--- src/rtl/apb_req_sequencer_if.sv ---
// Signal bundle between two local requesters, apb_req_sequencer and one APB slave.
// Requester arrays are indexed by requester number (0 or 1).
interface apb_req_sequencer_if #(
    parameter int ADDR_W = 5,
    parameter int DATA_W = 32
);
    localparam int STRB_W = DATA_W / 8;

    logic [1:0]             req_valid;
    logic [1:0]             req_write;
    logic [1:0][ADDR_W-1:0] req_addr;
    logic [1:0][DATA_W-1:0] req_wdata;
    logic [1:0][STRB_W-1:0] req_strb;
    logic [1:0][2:0]        req_prot;
    logic [1:0]             req_ready;
    logic [1:0]             rsp_valid;
    logic [1:0][DATA_W-1:0] rsp_rdata;
    logic [1:0]             rsp_err;

    logic                   psel;
    logic                   penable;
    logic                   pwrite;
    logic [ADDR_W-1:0]      paddr;
    logic [DATA_W-1:0]      pwdata;
    logic [STRB_W-1:0]      pstrb;
    logic [2:0]             pprot;
    logic                   pready;
    logic                   pslverr;
    logic [DATA_W-1:0]      prdata;

    modport master (
        input  req_valid, req_write, req_addr, req_wdata, req_strb, req_prot,
        input  pready, pslverr, prdata,
        output req_ready, rsp_valid, rsp_rdata, rsp_err,
        output psel, penable, pwrite, paddr, pwdata, pstrb, pprot
    );

    modport slave (
        output req_valid, req_write, req_addr, req_wdata, req_strb, req_prot,
        output pready, pslverr, prdata,
        input  req_ready, rsp_valid, rsp_rdata, rsp_err,
        input  psel, penable, pwrite, paddr, pwdata, pstrb, pprot
    );
endinterface

--- src/rtl/apb_req_sequencer.sv ---
// Round-robin two-requester APB master: SETUP/ACCESS sequencing, wait states,
// wait-state timeout, and per-requester response pulses. All outputs are flops.
module apb_req_sequencer #(
    parameter int ADDR_W  = 5,
    parameter int DATA_W  = 32,
    parameter int TIMEOUT = 16
) (
    input  logic                i_clk,
    input  logic                i_reset,
    apb_req_sequencer_if.master bus
);
    localparam int         STRB_W   = DATA_W / 8;
    localparam logic [7:0] CNT_LAST = 8'(TIMEOUT - 1);

    typedef enum logic [1:0] {IDLE, SETUP, ACCESS, RESP} state_t;

    state_t                 r_state, w_state_nxt;
    logic                   r_last, w_last_nxt;
    logic                   r_id, w_id_nxt;
    logic [7:0]             r_cnt, w_cnt_nxt;
    logic [1:0]             r_ready, w_ready_nxt;
    logic [1:0]             r_rsp_valid, w_rsp_valid_nxt;
    logic [1:0][DATA_W-1:0] r_rsp_rdata, w_rsp_rdata_nxt;
    logic [1:0]             r_rsp_err, w_rsp_err_nxt;
    logic                   r_psel, w_psel_nxt;
    logic                   r_penable, w_penable_nxt;
    logic                   r_pwrite, w_pwrite_nxt;
    logic [ADDR_W-1:0]      r_paddr, w_paddr_nxt;
    logic [DATA_W-1:0]      r_pwdata, w_pwdata_nxt;
    logic [STRB_W-1:0]      r_pstrb, w_pstrb_nxt;
    logic [2:0]             r_pprot, w_pprot_nxt;

    logic w_any, w_win, w_sel, w_take;

    // r_last is the last granted requester; on a tie the other one wins.
    assign w_any  = |bus.req_valid;
    assign w_win  = (&bus.req_valid) ? ~r_last : bus.req_valid[1];
    assign w_sel  = r_ready[1];
    assign w_take = |(r_ready & bus.req_valid);

    always_comb begin
        w_state_nxt     = r_state;
        w_last_nxt      = r_last;
        w_id_nxt        = r_id;
        w_cnt_nxt       = r_cnt;
        w_ready_nxt     = '0;
        w_rsp_valid_nxt = '0;
        w_rsp_rdata_nxt = '0;
        w_rsp_err_nxt   = '0;
        w_psel_nxt      = r_psel;
        w_penable_nxt   = r_penable;
        w_pwrite_nxt    = r_pwrite;
        w_paddr_nxt     = r_paddr;
        w_pwdata_nxt    = r_pwdata;
        w_pstrb_nxt     = r_pstrb;
        w_pprot_nxt     = r_pprot;
        unique case (r_state)
            IDLE: begin
                // The ready pulse is the accept cycle; capture happens on its closing edge.
                if (w_take) begin
                    w_id_nxt      = w_sel;
                    w_last_nxt    = w_sel;
                    w_pwrite_nxt  = bus.req_write[w_sel];
                    w_paddr_nxt   = bus.req_addr[w_sel];
                    w_pwdata_nxt  = bus.req_write[w_sel] ? bus.req_wdata[w_sel] : '0;
                    w_pstrb_nxt   = bus.req_write[w_sel] ? bus.req_strb[w_sel] : '0;
                    w_pprot_nxt   = bus.req_prot[w_sel];
                    w_psel_nxt    = 1'b1;
                    w_penable_nxt = 1'b0;
                    w_state_nxt   = SETUP;
                end else if (!(|r_ready) && w_any) begin
                    w_ready_nxt = w_win ? 2'b10 : 2'b01;
                end
            end
            SETUP: begin
                w_penable_nxt = 1'b1;
                w_state_nxt   = ACCESS;
            end
            ACCESS: begin
                if (bus.pready) begin
                    w_rsp_valid_nxt        = r_id ? 2'b10 : 2'b01;
                    w_rsp_rdata_nxt[r_id]  = r_pwrite ? '0 : bus.prdata;
                    w_rsp_err_nxt[r_id]    = bus.pslverr;
                    w_psel_nxt             = 1'b0;
                    w_penable_nxt          = 1'b0;
                    w_state_nxt            = RESP;
                end else if (r_cnt == CNT_LAST) begin
                    w_rsp_valid_nxt        = r_id ? 2'b10 : 2'b01;
                    w_rsp_err_nxt[r_id]    = 1'b1;
                    w_psel_nxt             = 1'b0;
                    w_penable_nxt          = 1'b0;
                    w_state_nxt            = RESP;
                end else begin
                    w_cnt_nxt = r_cnt + 8'd1;
                end
            end
            RESP: begin
                // Arbitrating here keeps back-to-back accepts four cycles apart.
                w_cnt_nxt   = '0;
                w_state_nxt = IDLE;
                if (w_any) w_ready_nxt = w_win ? 2'b10 : 2'b01;
            end
            default: w_state_nxt = IDLE;
        endcase
    end

    always_ff @(posedge i_clk) begin
        if (i_reset) begin
            r_state     <= IDLE;
            r_last      <= 1'b1;
            r_id        <= 1'b0;
            r_cnt       <= '0;
            r_ready     <= '0;
            r_rsp_valid <= '0;
            r_rsp_rdata <= '0;
            r_rsp_err   <= '0;
            r_psel      <= 1'b0;
            r_penable   <= 1'b0;
            r_pwrite    <= 1'b0;
            r_paddr     <= '0;
            r_pwdata    <= '0;
            r_pstrb     <= '0;
            r_pprot     <= '0;
        end else begin
            r_state     <= w_state_nxt;
            r_last      <= w_last_nxt;
            r_id        <= w_id_nxt;
            r_cnt       <= w_cnt_nxt;
            r_ready     <= w_ready_nxt;
            r_rsp_valid <= w_rsp_valid_nxt;
            r_rsp_rdata <= w_rsp_rdata_nxt;
            r_rsp_err   <= w_rsp_err_nxt;
            r_psel      <= w_psel_nxt;
            r_penable   <= w_penable_nxt;
            r_pwrite    <= w_pwrite_nxt;
            r_paddr     <= w_paddr_nxt;
            r_pwdata    <= w_pwdata_nxt;
            r_pstrb     <= w_pstrb_nxt;
            r_pprot     <= w_pprot_nxt;
        end
    end

    assign bus.req_ready = r_ready;
    assign bus.rsp_valid = r_rsp_valid;
    assign bus.rsp_rdata = r_rsp_rdata;
    assign bus.rsp_err   = r_rsp_err;
    assign bus.psel      = r_psel;
    assign bus.penable   = r_penable;
    assign bus.pwrite    = r_pwrite;
    assign bus.paddr     = r_paddr;
    assign bus.pwdata    = r_pwdata;
    assign bus.pstrb     = r_pstrb;
    assign bus.pprot     = r_pprot;
endmodule

--- src/flat_wrapper.sv ---
// flat-port wrapper written by rule: the top's interface ports become plain ports
module apb_req_sequencer_flat 
#(
    parameter int ADDR_W  = 5,
    parameter int DATA_W  = 32,
    parameter int TIMEOUT = 16
)
  (i_clk, i_reset, bus_req_valid, bus_req_write, bus_req_addr, bus_req_wdata, bus_req_strb, bus_req_prot, bus_pready, bus_pslverr, bus_prdata, bus_req_ready, bus_rsp_valid, bus_rsp_rdata, bus_rsp_err, bus_psel, bus_penable, bus_pwrite, bus_paddr, bus_pwdata, bus_pstrb, bus_pprot);
  apb_req_sequencer_if #(.ADDR_W(ADDR_W), .DATA_W(DATA_W)) bus_i ();
  input  logic i_clk;
  input  logic i_reset;
  input wire logic [$bits(bus_i.req_valid)-1:0] bus_req_valid;
  input wire logic [$bits(bus_i.req_write)-1:0] bus_req_write;
  input wire logic [$bits(bus_i.req_addr)-1:0] bus_req_addr;
  input wire logic [$bits(bus_i.req_wdata)-1:0] bus_req_wdata;
  input wire logic [$bits(bus_i.req_strb)-1:0] bus_req_strb;
  input wire logic [$bits(bus_i.req_prot)-1:0] bus_req_prot;
  input wire logic [$bits(bus_i.pready)-1:0] bus_pready;
  input wire logic [$bits(bus_i.pslverr)-1:0] bus_pslverr;
  input wire logic [$bits(bus_i.prdata)-1:0] bus_prdata;
  output wire logic [$bits(bus_i.req_ready)-1:0] bus_req_ready;
  output wire logic [$bits(bus_i.rsp_valid)-1:0] bus_rsp_valid;
  output wire logic [$bits(bus_i.rsp_rdata)-1:0] bus_rsp_rdata;
  output wire logic [$bits(bus_i.rsp_err)-1:0] bus_rsp_err;
  output wire logic [$bits(bus_i.psel)-1:0] bus_psel;
  output wire logic [$bits(bus_i.penable)-1:0] bus_penable;
  output wire logic [$bits(bus_i.pwrite)-1:0] bus_pwrite;
  output wire logic [$bits(bus_i.paddr)-1:0] bus_paddr;
  output wire logic [$bits(bus_i.pwdata)-1:0] bus_pwdata;
  output wire logic [$bits(bus_i.pstrb)-1:0] bus_pstrb;
  output wire logic [$bits(bus_i.pprot)-1:0] bus_pprot;
  assign bus_i.req_valid = bus_req_valid;
  assign bus_i.req_write = bus_req_write;
  assign bus_i.req_addr = bus_req_addr;
  assign bus_i.req_wdata = bus_req_wdata;
  assign bus_i.req_strb = bus_req_strb;
  assign bus_i.req_prot = bus_req_prot;
  assign bus_i.pready = bus_pready;
  assign bus_i.pslverr = bus_pslverr;
  assign bus_i.prdata = bus_prdata;
  assign bus_req_ready = bus_i.req_ready;
  assign bus_rsp_valid = bus_i.rsp_valid;
  assign bus_rsp_rdata = bus_i.rsp_rdata;
  assign bus_rsp_err = bus_i.rsp_err;
  assign bus_psel = bus_i.psel;
  assign bus_penable = bus_i.penable;
  assign bus_pwrite = bus_i.pwrite;
  assign bus_paddr = bus_i.paddr;
  assign bus_pwdata = bus_i.pwdata;
  assign bus_pstrb = bus_i.pstrb;
  assign bus_pprot = bus_i.pprot;
  apb_req_sequencer #(.ADDR_W(ADDR_W), .DATA_W(DATA_W), .TIMEOUT(TIMEOUT)) u_core (.i_clk(i_clk), .i_reset(i_reset), .bus(bus_i));
endmodule
--- config.mk ---
export PLATFORM = sky130hd
export DESIGN_NAME = apb_req_sequencer_flat
export DESIGN_NICKNAME = d
export VERILOG_FILES = /design/src/rtl/apb_req_sequencer_if.sv /design/src/rtl/apb_req_sequencer.sv /design/src/flat_wrapper.sv
export SDC_FILE = /design/constraint.sdc
export NUM_CORES = 1
export LEC_CHECK = 0
export ABC_AREA = 1
export CORE_ASPECT_RATIO = 1.1
export CORE_MARGIN = 2
export CORE_UTILIZATION = 42
export CTS_BUF_LIST = sky130_fd_sc_hd__clkbuf_2
export DETAILED_ROUTE_END_ITERATION = 16
export PLACE_DENSITY = 0.82
export RECOVER_POWER = 50
export SLEW_MARGIN = 25
export SYNTH_ARGS = -nofsm -noshare
export SYNTH_HDL_FRONTEND = slang
export SYNTH_SLANG_ARGS = --single-unit
--- constraint.sdc ---
create_clock -name i_clk -period 1.6 [get_ports i_clk]
set_clock_uncertainty 0.05 [all_clocks]
set_input_delay 0.48 -clock i_clk [delete_from_list [all_inputs] [get_ports i_clk]]
set_output_delay 0.48 -clock i_clk [all_outputs]
set_load 0.005 [all_outputs]
==> key figures <==
CTS
  – CTS Sinks: 129
  – Worst skew pair latency: 650 ps
  – Number of levels the H-tree was split into: 4
  – Clk pin slew, worst setup/hold paths: 210 ps
  – Maximum clock insertion buffer count: 2
  – Inserted Clock Buffers: 17
  – CTS tree: yes
  – Root buffer selected by CTS: sky130_fd_sc_hd__clkbuf_2

Worst setup path
  – Worst reg2reg path depth: 7
  – Ordered cell list for the critical path: buf_6
  – Required time at the worst-slack endpoint: 1070 ps
  – Crit path DAT: 1160 ps
  – Worst reg2reg path endpoint: u_core.bus.rsp_rdata[50]
  – Worst stage delay on the critical path: 400 ps
  – Type of the setup path with the least slack: reg -> out
  – CP delay by family, top: flip-flops
  – Launching element type of the critical path: register
  – Critical Path Fanout Max: 2
  – Worst path buffer plus inverter count: 1
  – Crit end category: primary output
  – R2r setup slk: -40 ps
  – Slowest cell on crit path: sky130_fd_sc_hd__dfxtp_4
  – Worst reg2reg path startpoint: u_core.r_state[0]

Routing
  – Detailed router's first-iteration violation count: 352
  – Average wire per cell in the routed design: 15.1 µm
  – Total DRC errors in the routed layout: 0
  – Via count: 5303
  – Post-detailed-routing wire length: 16100 µm
  – Final ANT Viol Nets: 0
  – Detailed-routing iteration count for the pre-antenna-repair pass: 7
  – Per-cell via count in the routed design: 4.95

GRT
  – GRT Util Overall: 0.231
  – Total grt overflow: 0
  – Pin count of the biggest net entering global routing: 44
  – Busiest metal layer after global routing: met2
  – Via count of the first global-routing pass: 5143
  – Met1 track demand over resource in global routing: 0.252
  – Global-route wire length before repair: 23900 µm
  – Global routing usage on met3: 0.0776
  – GRT met2 Usage: 0.411
  – Initial antenna violation count: 1

STA
  – Final Critical Period: 1690 ps
  – Final-report setup violation count: 119
  – Top achievable clock speed: 0.593 GHz
  – Period utilisation layout: 1.05
  – Max transition margin: 0.705
  – Final number of max-transition violations: 0
  – Hold Worst Slack: 308 ps
  – Post-route setup slack: -86.9 ps
  – Setup repair after global routing missed its margin: yes
  – Final Hold Violating Endpoints: 0
  – Slew at the pin closest to its max-slew limit: 443 ps

Logic synthesis
  – Dominant synthesized flop cell: sky130_fd_sc_hd__dfxtp_1
  – Cell accounting for the most synthesized area: sky130_fd_sc_hd__dfxtp_1
  – Avg Inst Size Synth: 8.45 µm²
  – Warning count from the yosys run: 0
  – Count of flip-flops with a built-in enable after synthesis: 0
  – Count of different cell masters after synthesis: 28
  – Number of instances in the synthesized netlist: 615
  – Part of the Yosys area used for sequential elements: 0.497
  – Share of the synthesized area in the top cell type: 0.497
  – FF+latch count, synth: 129
  – Post-Synthesis Net Count: 748
  – Fraction of registers with async set or reset after synthesis: 0
  – Biggest area contributors in the synthesized netlist: sky130_fd_sc_hd__dfxtp_1 (50%), sky130_fd_sc_hd__nand2_1 (13%), sky130_fd_sc_hd__nor3_2 (12%)
  – Area of the mapped netlist: 0.00520 mm²

Floorplan
  – Placement Rows: 42
  – Die ar.: 0.0133 mm²
  – Boundary Pins: 245
  – CORE AREA: 0.0120 mm²
  – Die W: 110 µm
  – Vert. Die Dim: 121 µm
  – Initial Util: 0.432

Layout
  – Number of nets in the finished design: 1037
  – Synthesis-to-finish area growth: 60.1%
  – Fraction of layout instances using a drive strength above 1: 0.393
  – Post-Layout Cell Count: 1072

Pwr
  – Ratio of total power to cell area: 917 mW/mm²
  – Final Total Pwr: 0.00763 W
  – Worst IR drop on VDD: 0.566 mV
  – Standby leakage power: 3.81 nW

Place
  – Weighted congestion at the end of routability-driven global placement: 0.875
  – DP Cell Count: 1013
  – Placed wire-length estimate after detailed placement: 11500 µm
  – Number of port buffers: 244

Run
  – Max Cap Viol: 0

Worst hold path
  – Path category of the worst min-delay check: in -> reg
  – Startpoint of the worst hold path: bus_req_prot[1]
  – Worst Hold Depth: 3
  – Min-Delay Endpoint: u_core.bus.pprot[1]

Outcome
  – Failing checks: setup timing
  – Status: finished with violations
## area by class of cell
type                            count  area [µm²]
Tap cell                          154         193
Antenna cell                        1        2.50
Timing Repair Buffer              305        2800
Multi-Input combinational cell    398        2200
Sequential cell                   129        2680
Inverter                           53         199
Fill cell                         933        3710
Clock buffer                       18        90.1
Clock inverter                     14         153
## state kept, by name, indices dropped and copies added (netlist names), 3 cells and up
| register | count |
|---|---|
| u_core.bus.rsp_rdata | 64 |
| u_core.bus.pstrb | 4 |
| u_core.bus.pprot | 3 |
| u_core.r_cnt | 8 |
| u_core.bus.paddr | 5 |
| u_core.bus.pwdata | 32 |
## worst max path at each step
stage,from,to,slack [ps],cells past startpoint
CTS,u_core.bus.req_ready[1],bus_req_ready[1],-150,1
global route,u_core.bus.rsp_err[1],bus_rsp_err[1],-200,1
finish,u_core.bus.req_ready[1],bus_req_ready[1],-90,1
global placement,bus_req_valid[1],u_core.bus.pwdata[16],-290,7
detailed placement,bus_req_valid[1],u_core.bus.paddr[3],-380,7
floorplan,u_core.r_state[0],u_core.bus.rsp_rdata[44],140,9
## power by group
part	switching, W	internal, W
sequential	0.000126	0.00343
clock	0.00128	0.000742
combinational	0.00101	0.00104
## cell usage in the layout (no fill, tap or decap), types with 3 or more instances in the layout
cell / n
sky130_fd_sc_hd__a21oi_1: 15
sky130_fd_sc_hd__a22oi_1: 36
sky130_fd_sc_hd__a31oi_1: 8
sky130_fd_sc_hd__buf_12: 5
sky130_fd_sc_hd__buf_2: 62
sky130_fd_sc_hd__buf_4: 44
sky130_fd_sc_hd__buf_6: 57
sky130_fd_sc_hd__clkbuf_16: 3
sky130_fd_sc_hd__clkbuf_2: 20
sky130_fd_sc_hd__clkdlybuf4s50_1: 126
sky130_fd_sc_hd__clkinvlp_4: 3
sky130_fd_sc_hd__dfxtp_1: 51
sky130_fd_sc_hd__dfxtp_2: 77
sky130_fd_sc_hd__ha_1: 5
sky130_fd_sc_hd__inv_1: 49
sky130_fd_sc_hd__inv_2: 4
sky130_fd_sc_hd__inv_6: 5
sky130_fd_sc_hd__nand2_1: 172
sky130_fd_sc_hd__nand2_2: 4
sky130_fd_sc_hd__nand3_1: 15
sky130_fd_sc_hd__nor2_1: 52
sky130_fd_sc_hd__nor3_1: 7
sky130_fd_sc_hd__nor3_2: 59
sky130_fd_sc_hd__o21ai_0: 12
## metrics by stage
| stage | TNS [ps] | setup WS [ps] | cell area, µm² | util |
|---|---|---|---|---|
| floorplan | 0 | 140 | 5200 | - |
| global placement | -18240 | -295 | 7940 | 0.660 |
| detailed placement | -22450 | -383 | 7940 | 0.660 |
| CTS | -12820 | -146 | 8020 | 0.667 |
| global route | -21460 | -200 | 8320 | 0.692 |
| finish | -5890 | -86.9 | 8320 | 0.692 |
## per-layer routing
layer	wire length [µm]	up-vias
met5	0	-
met4	329	0
met3	1710	37
met2	8120	289
met1	5990	2407
li1	-	2570
## logic make-up (layout without fill, tap and decap cells)
group / count (synthesis) / in the layout / share of synthesized area
AO/OA/AOI/OAI: 73 / 73 / 0.0924
adder cells (fa/ha/maj): 5 / 5 / 0.0120
buffers and inverters: 90 / 390 / 0.0835
flip-flops: 129 / 129 / 0.497
other: 0 / 1 / 0
AND/OR/NAND/NOR: 318 / 320 / 0.315
## synth_stat cells, types with 2 or more instances
cell	number
sky130_fd_sc_hd__inv_2	5
sky130_fd_sc_hd__clkbuf_1	11
sky130_fd_sc_hd__dfxtp_1	129
sky130_fd_sc_hd__buf_6	8
sky130_fd_sc_hd__nand4_1	2
sky130_fd_sc_hd__nand2_1	174
sky130_fd_sc_hd__buf_2	11
sky130_fd_sc_hd__a21oi_1	15
sky130_fd_sc_hd__ha_1	5
sky130_fd_sc_hd__a22oi_1	36
sky130_fd_sc_hd__o21ai_0	12
sky130_fd_sc_hd__or2_2	2
sky130_fd_sc_hd__inv_1	48
sky130_fd_sc_hd__nor2_1	52
sky130_fd_sc_hd__nand2_2	2
sky130_fd_sc_hd__nor3_1	6
sky130_fd_sc_hd__nor3_2	60
sky130_fd_sc_hd__buf_4	6
sky130_fd_sc_hd__nand3_1	15
sky130_fd_sc_hd__a31oi_1	8
## timing repair
item,in CTS,in global routing
resized for setup,567,46
buffers inserted,12,7
hold endpoints to repair,2,0
gates cloned,1,5
hold buffers,1,0
pin swaps,1,3
endpoints found under the setup margin,126,220
(Power assumes the default switching activity.)
==> edit 1, RTL diff (same settings) <==
`DATA_W` is set to 32 in 3 places; all go to 24.
--- a/src/rtl/apb_req_sequencer_if.sv
+++ b/src/rtl/apb_req_sequencer_if.sv
@@ -2,7 +2,7 @@
 // Requester arrays are indexed by requester number (0 or 1).
 interface apb_req_sequencer_if #(
     parameter int ADDR_W = 5,
-    parameter int DATA_W = 32
+    parameter int DATA_W = 24
 );
     localparam int STRB_W = DATA_W / 8;
 
--- a/src/rtl/apb_req_sequencer.sv
+++ b/src/rtl/apb_req_sequencer.sv
@@ -2,7 +2,7 @@
 // wait-state timeout, and per-requester response pulses. All outputs are flops.
 module apb_req_sequencer #(
     parameter int ADDR_W  = 5,
-    parameter int DATA_W  = 32,
+    parameter int DATA_W  = 24,
     parameter int TIMEOUT = 16
 ) (
     input  logic                i_clk,
--- a/src/flat_wrapper.sv
+++ b/src/flat_wrapper.sv
@@ -2,7 +2,7 @@
 module apb_req_sequencer_flat 
 #(
     parameter int ADDR_W  = 5,
-    parameter int DATA_W  = 32,
+    parameter int DATA_W  = 24,
     parameter int TIMEOUT = 16
 )
   (i_clk, i_reset, bus_req_valid, bus_req_write, bus_req_addr, bus_req_wdata, bus_req_strb, bus_req_prot, bus_pready, bus_pslverr, bus_prdata, bus_req_ready, bus_rsp_valid, bus_rsp_rdata, bus_rsp_err, bus_psel, bus_penable, bus_pwrite, bus_paddr, bus_pwdata, bus_pstrb, bus_pprot);
Interface: changed (6 resized); port bits go from 245 to 194. The function was not compared with the original's and may differ.
==> edit 1 against the original RTL <==
  * Sequential cell count is 25 lower
  * First-iteration DRC count is 57% lower
  * Global-route usage is 1.1 points lower
  * Highest routed layer unchanged
  * Routed wire length is 29% lower
  * Critical path type unchanged
  * Total power is 27% lower
  * Worst setup slack better by 76 ps
  * Area after synthesis is 24% lower
  * Combinational power is 24% lower
  * The flow still finishes with violations (negative setup slack)
  * Final area is 27% lower
==> edit 1: results (changes against the original RTL) <==
Max Root-Sink Buffers=2 (unchanged); post-route worst setup slack=-11.2 ps (+75.7 ps); DR pass1 iterations=5 (-2); routability cong.=0.794 (-9.3%); syn_nets=616 (-18%); VDD IR max=442 µV (-22%); share of layout cells above drive strength 1=0.286 (-0.106); Avg Cell Area, Syn=7.73 µm² (-8.6%); leakage=2.90 nW (-24%); vias in the first global route=3,884 (-24%); register area share after synthesis=0.529 (+0.0326); Post-synth top cells=nand2_1 (169), dfxtp_1 (104), nor2_1 (93); worst hold path class=in2reg; non-filler cells, final=840 (-22%); CP arrival=1080 ps (-80 ps); final wirelength=11,400 µm (-29%); largest net degree at the start of global routing=35 (-20%); Clk Latency, worst-skew pair=570 ps (-80 ps); CP delay by family, top=flip-flops; max reg flops=48 (-25%); Async SR Flop Fraction=0 (unchanged); Slew @ Worst Pin=426 ps (-17.2 ps); YS warnings=0 (unchanged); initial antenna violation count=0 (-1); Port Buffers=193 (-21%); H-tree levels=3 (-1); Clk pin slew, worst setup/hold paths=290 ps (+80 ps); aggregate negative setup slack=-82.7 ps (+5800 ps); first-pass GRT wire length=17,500 µm (-27%); placed cell areas=6140 µm² (-23%); post-detailed-placement half-perimeter wirelength=8760 µm (-24%); crit path max fanout=2 (unchanged); reg2reg path depth=7 (unchanged); root buf cell=clkbuf_2; Hold Crit Depth=3 (unchanged); Diodes inserted=0 (-1); failing checks=negative setup slack; routed via count=4,043 (-24%); Critical Path Max Stage Delay=390 ps; Iter 0 DRT Violations=151 (-57%); outcome=finished, violations left; share of the synthesized area in the top cell type=0.529 (+0.0326); Slowest-stage cell, CP=dfxtp_2; global-route usage over all layers=0.220 (-0.0108); Synth area leaders=dfxtp_1 (53%), nand2_1 (16%), nor2_1 (8.9%); Inserted Clock Buffers=9 (-8); # setup viols final=15 (-87%); final-stage net count=825 (-20%); Placed Cells=820 (-19%)
## edit 1: layout make-up
type                            instances  area [µm²]
Timing Repair Buffer                  223        1950
Fill cell                             777        3150
Inverter                               22        82.6
Tap cell                              117         146
Clock buffer                            9        45.0
Multi-Input combinational cell        358        1630
Sequential cell                       104        2150
Clock inverter                          7        61.3
## edit 1: worst paths after layout
check / start / end / slack (ps)
worst max register to register: u_core.r_state[0] / u_core.bus.pwdata[22] / 20
worst min-delay path: bus_prdata[7] / u_core.bus.rsp_rdata[7] / 370
worst max-delay path: u_core.bus.req_ready[1] / bus_req_ready[1] / -10
worst min register to register: u_core.r_state[1] / u_core.r_state[1] / 460
## edit 1: routing by layer
layer | wire length, µm | GRT usage | share of wire
met5 | 0 | 0 | 0
met4 | 201 | 0.0827 | 0.018
met3 | 1210 | 0.0593 | 0.11
met2 | 5690 | 0.407 | 0.50
met1 | 4290 | 0.231 | 0.38
## edit 1: where the power goes
group | internal (W) | leakage (nW) | switching, W | total (W)
logic | 0.000793 | 1.98 | 0.000762 | 0.00155
clock network | 0.000237 | 0.0614 | 0.000908 | 0.00115
registers | 0.00279 | 0.866 | 0.000111 | 0.00290
## edit 1: what timing repair did
action,in CTS,in global routing
hold endpoints to repair,0,0
pin swaps,0,1
buffers inserted,4,1
resized for setup,437,32
endpoints found under the setup margin,92,144
cloned,0,0
## edit 1: through the flow
stage	hold slack (ps)	setup WS (ps)	util	total power [W]
3_5_place_dp	434	-334	0.667	0.00449
2_1_floorplan	392	180	-	0.00367
3_3_place_gp	424	-269	0.667	0.00444
6_report	375	-11.2	0.658	0.00560
4_1_cts	333	-76.8	0.652	0.00565
5_1_grt	330	-83.5	0.658	0.00592
## edit 1: cells by family (layout without fill, tap and decap cells)
kind of cell    after synthesis  after routing  synth area share
compound gates               63             63             0.104
flops                       104            104             0.529
fa+ha+maj                     5              5            0.0159
simple gates                290            290             0.294
buf+inv                      47            261            0.0560
==> edit 2, RTL diff (same settings) <==
Made on the original files. One comparison of `r_cnt` changes from == to >=.
--- a/src/rtl/apb_req_sequencer.sv
+++ b/src/rtl/apb_req_sequencer.sv
@@ -84,7 +84,7 @@
                     w_psel_nxt             = 1'b0;
                     w_penable_nxt          = 1'b0;
                     w_state_nxt            = RESP;
-                end else if (r_cnt == CNT_LAST) begin
+                end else if (r_cnt >= CNT_LAST) begin
                     w_rsp_valid_nxt        = r_id ? 2'b10 : 2'b01;
                     w_rsp_err_nxt[r_id]    = 1'b1;
                     w_psel_nxt             = 1'b0;
Function: no difference found for any inputs over 10 cycles, from zero or initial values and one cycle with i_reset high; that may be too few to reach the edited logic, so the function may still have changed.
==> edit 2 against the original RTL <==
  * The run still ends with negative setup slack left
  * Core utilization fell by 0.28 points
  * Worst setup slack worse by 21 ps
  * Final area up 3.7%
  * Routed wire length shrank 4.9%
  * Area after synthesis grew 3.5%
  * Sequential cell count did not move
  * Hold slack lost 150 ps
  * Total power grew 7.0%
  * Largest cell class unchanged
==> edit 2: results (changes against the original RTL) <==
fillcell total=1,014 (+8.7%); Max Root-Sink Buffers=2 (unchanged); post-route worst setup slack=-108 ps (-20.9 ps); failing checks=negative setup slack; Inserted Clock Buffers=17 (unchanged); Port Buffers=244 (unchanged); CP arrival=1180 ps (+20 ps); post-detailed-placement half-perimeter wirelength=10,800 µm (-6.0%); Place WS=-360 ps (+23.4 ps); first-pass GRT wire length=23,400 µm (-2.2%); worst hold path class=in2reg; Slew Limit Fails=0 (unchanged); DR pass1 iterations=4 (-3); root buf cell=clkbuf_2; final-stage net count=1,038 (+0.096%); mux cell area share after synthesis=0.0670 (+0.0670); largest net degree at the start of global routing=39 (-11%); Critical Path Max Stage Delay=410 ps; syn_nets=755 (+0.94%); global-route usage over all layers=0.214 (-0.0167); Clk pin slew, worst setup/hold paths=210 ps (about the same); CP delay by family, top=flip-flops; # setup viols final=117 (-1.7%); post-DR vias/cell=4.64 (-6.3%); crit path max fanout=2 (unchanged); routability cong.=0.827 (-5.5%); XOR/XNOR Fraction of Synth Area=0.00163 (+0.00163); Async SR Flop Fraction=0 (unchanged); Slew @ Worst Pin=429 ps (-14.0 ps); max reg flops=64 (unchanged); Post-synth top flop=dfxtp_1; Distinct cells, synth=26 (-7.1%); YS warnings=0 (unchanged); Iter 0 DRT Violations=210 (-40%); post-synthesis adder-cell area fraction=0.0140 (+0.00192); VDD IR max=609 µV (+7.5%); share of layout cells above drive strength 1=0.397 (+0.00436); DR WL/cell=14.3 µm (-5.1%); register area share after synthesis=0.480 (-0.0168); initial antenna violation count=1 (unchanged); Clk Latency, worst-skew pair=670 ps (+20 ps); vias in the first global route=4,797 (-6.7%); Synth area leaders=dfxtp_1 (48%), nor2_1 (11%), nor3_2 (11%); post-synthesis compound-gate area fraction=0.0319 (-0.0606); Slowest-stage cell, CP=dfxtp_2; outcome=finished, violations left; leakage=3.78 nW (-0.89%); Post-synth top cells=nor2_1 (160), dfxtp_1 (129), inv_1 (83); H-tree levels=4 (unchanged)
## edit 2: cell types whose count changed in the layout (fill, tap and decap cells not counted), moves of 10 or more
cell,delta
nand2_1,-126
nor2_1,+105
mux2i_1,+35
inv_1,+30
buf_4,-10
a22oi_1,-36
buf_6,+12
o21ai_0,-11
## edit 2: what timing repair did
item,4_1_cts,5_1_grt
buffers inserted,5,9
hold endpoints to repair,0,0
setup endpoints to repair,150,230
resized for setup,587,52
hold buffers,0,0
cloned,1,4
pin swaps,1,6
## edit 2: worst paths after layout
kind	to	from	cells after the start	slack [ps]
max reg2reg	u_core.bus.pstrb[2]	u_core.r_state[1]	9	50
max	bus_paddr[3]	u_core.bus.paddr[3]	1	-110
min reg2reg	u_core.r_cnt[7]	u_core.r_cnt[7]	1	440
min	u_core.bus.rsp_valid[0]	i_reset	5	150
## edit 2: area by class of cell
class	instances	area [µm²]	area share
repair buffers	297	2840	0.329
flip-flops and latches	129	2690	0.312
multi-input cells	373	2280	0.264
inverters	86	330	0.0383
clock inverters	15	205	0.0238
well taps	157	196	0.0228
clock buffers	17	85.1	0.00985
diodes	1	2.50	0.000290
## edit 2: through the flow
stage	hold slack (ps)	TNS, ps	instances	area [µm²]
global route	119	-18560	1075	8630
global placement	402	-25730	1023	8120
floorplan	379	0	621	5380
detailed placement	401	-27810	1023	8120
CTS	119	-13140	1061	8250
finish	154	-7620	1075	8630
## edit 2: routing by layer
metal | part of all wire | global-route usage
met1 | 0.37 | 0.228
met2 | 0.51 | 0.388
met3 | 0.088 | 0.0849
met4 | 0.025 | 0.0733
met5 | 0 | 0
## edit 2: power by group
part | switching, W | internal [W] | total (W)
clock network | 0.00131 | 0.00105 | 0.00236
registers | 0.000120 | 0.00342 | 0.00354
logic | 0.00105 | 0.00120 | 0.00226
total | 0.00249 | 0.00568 | 0.00816
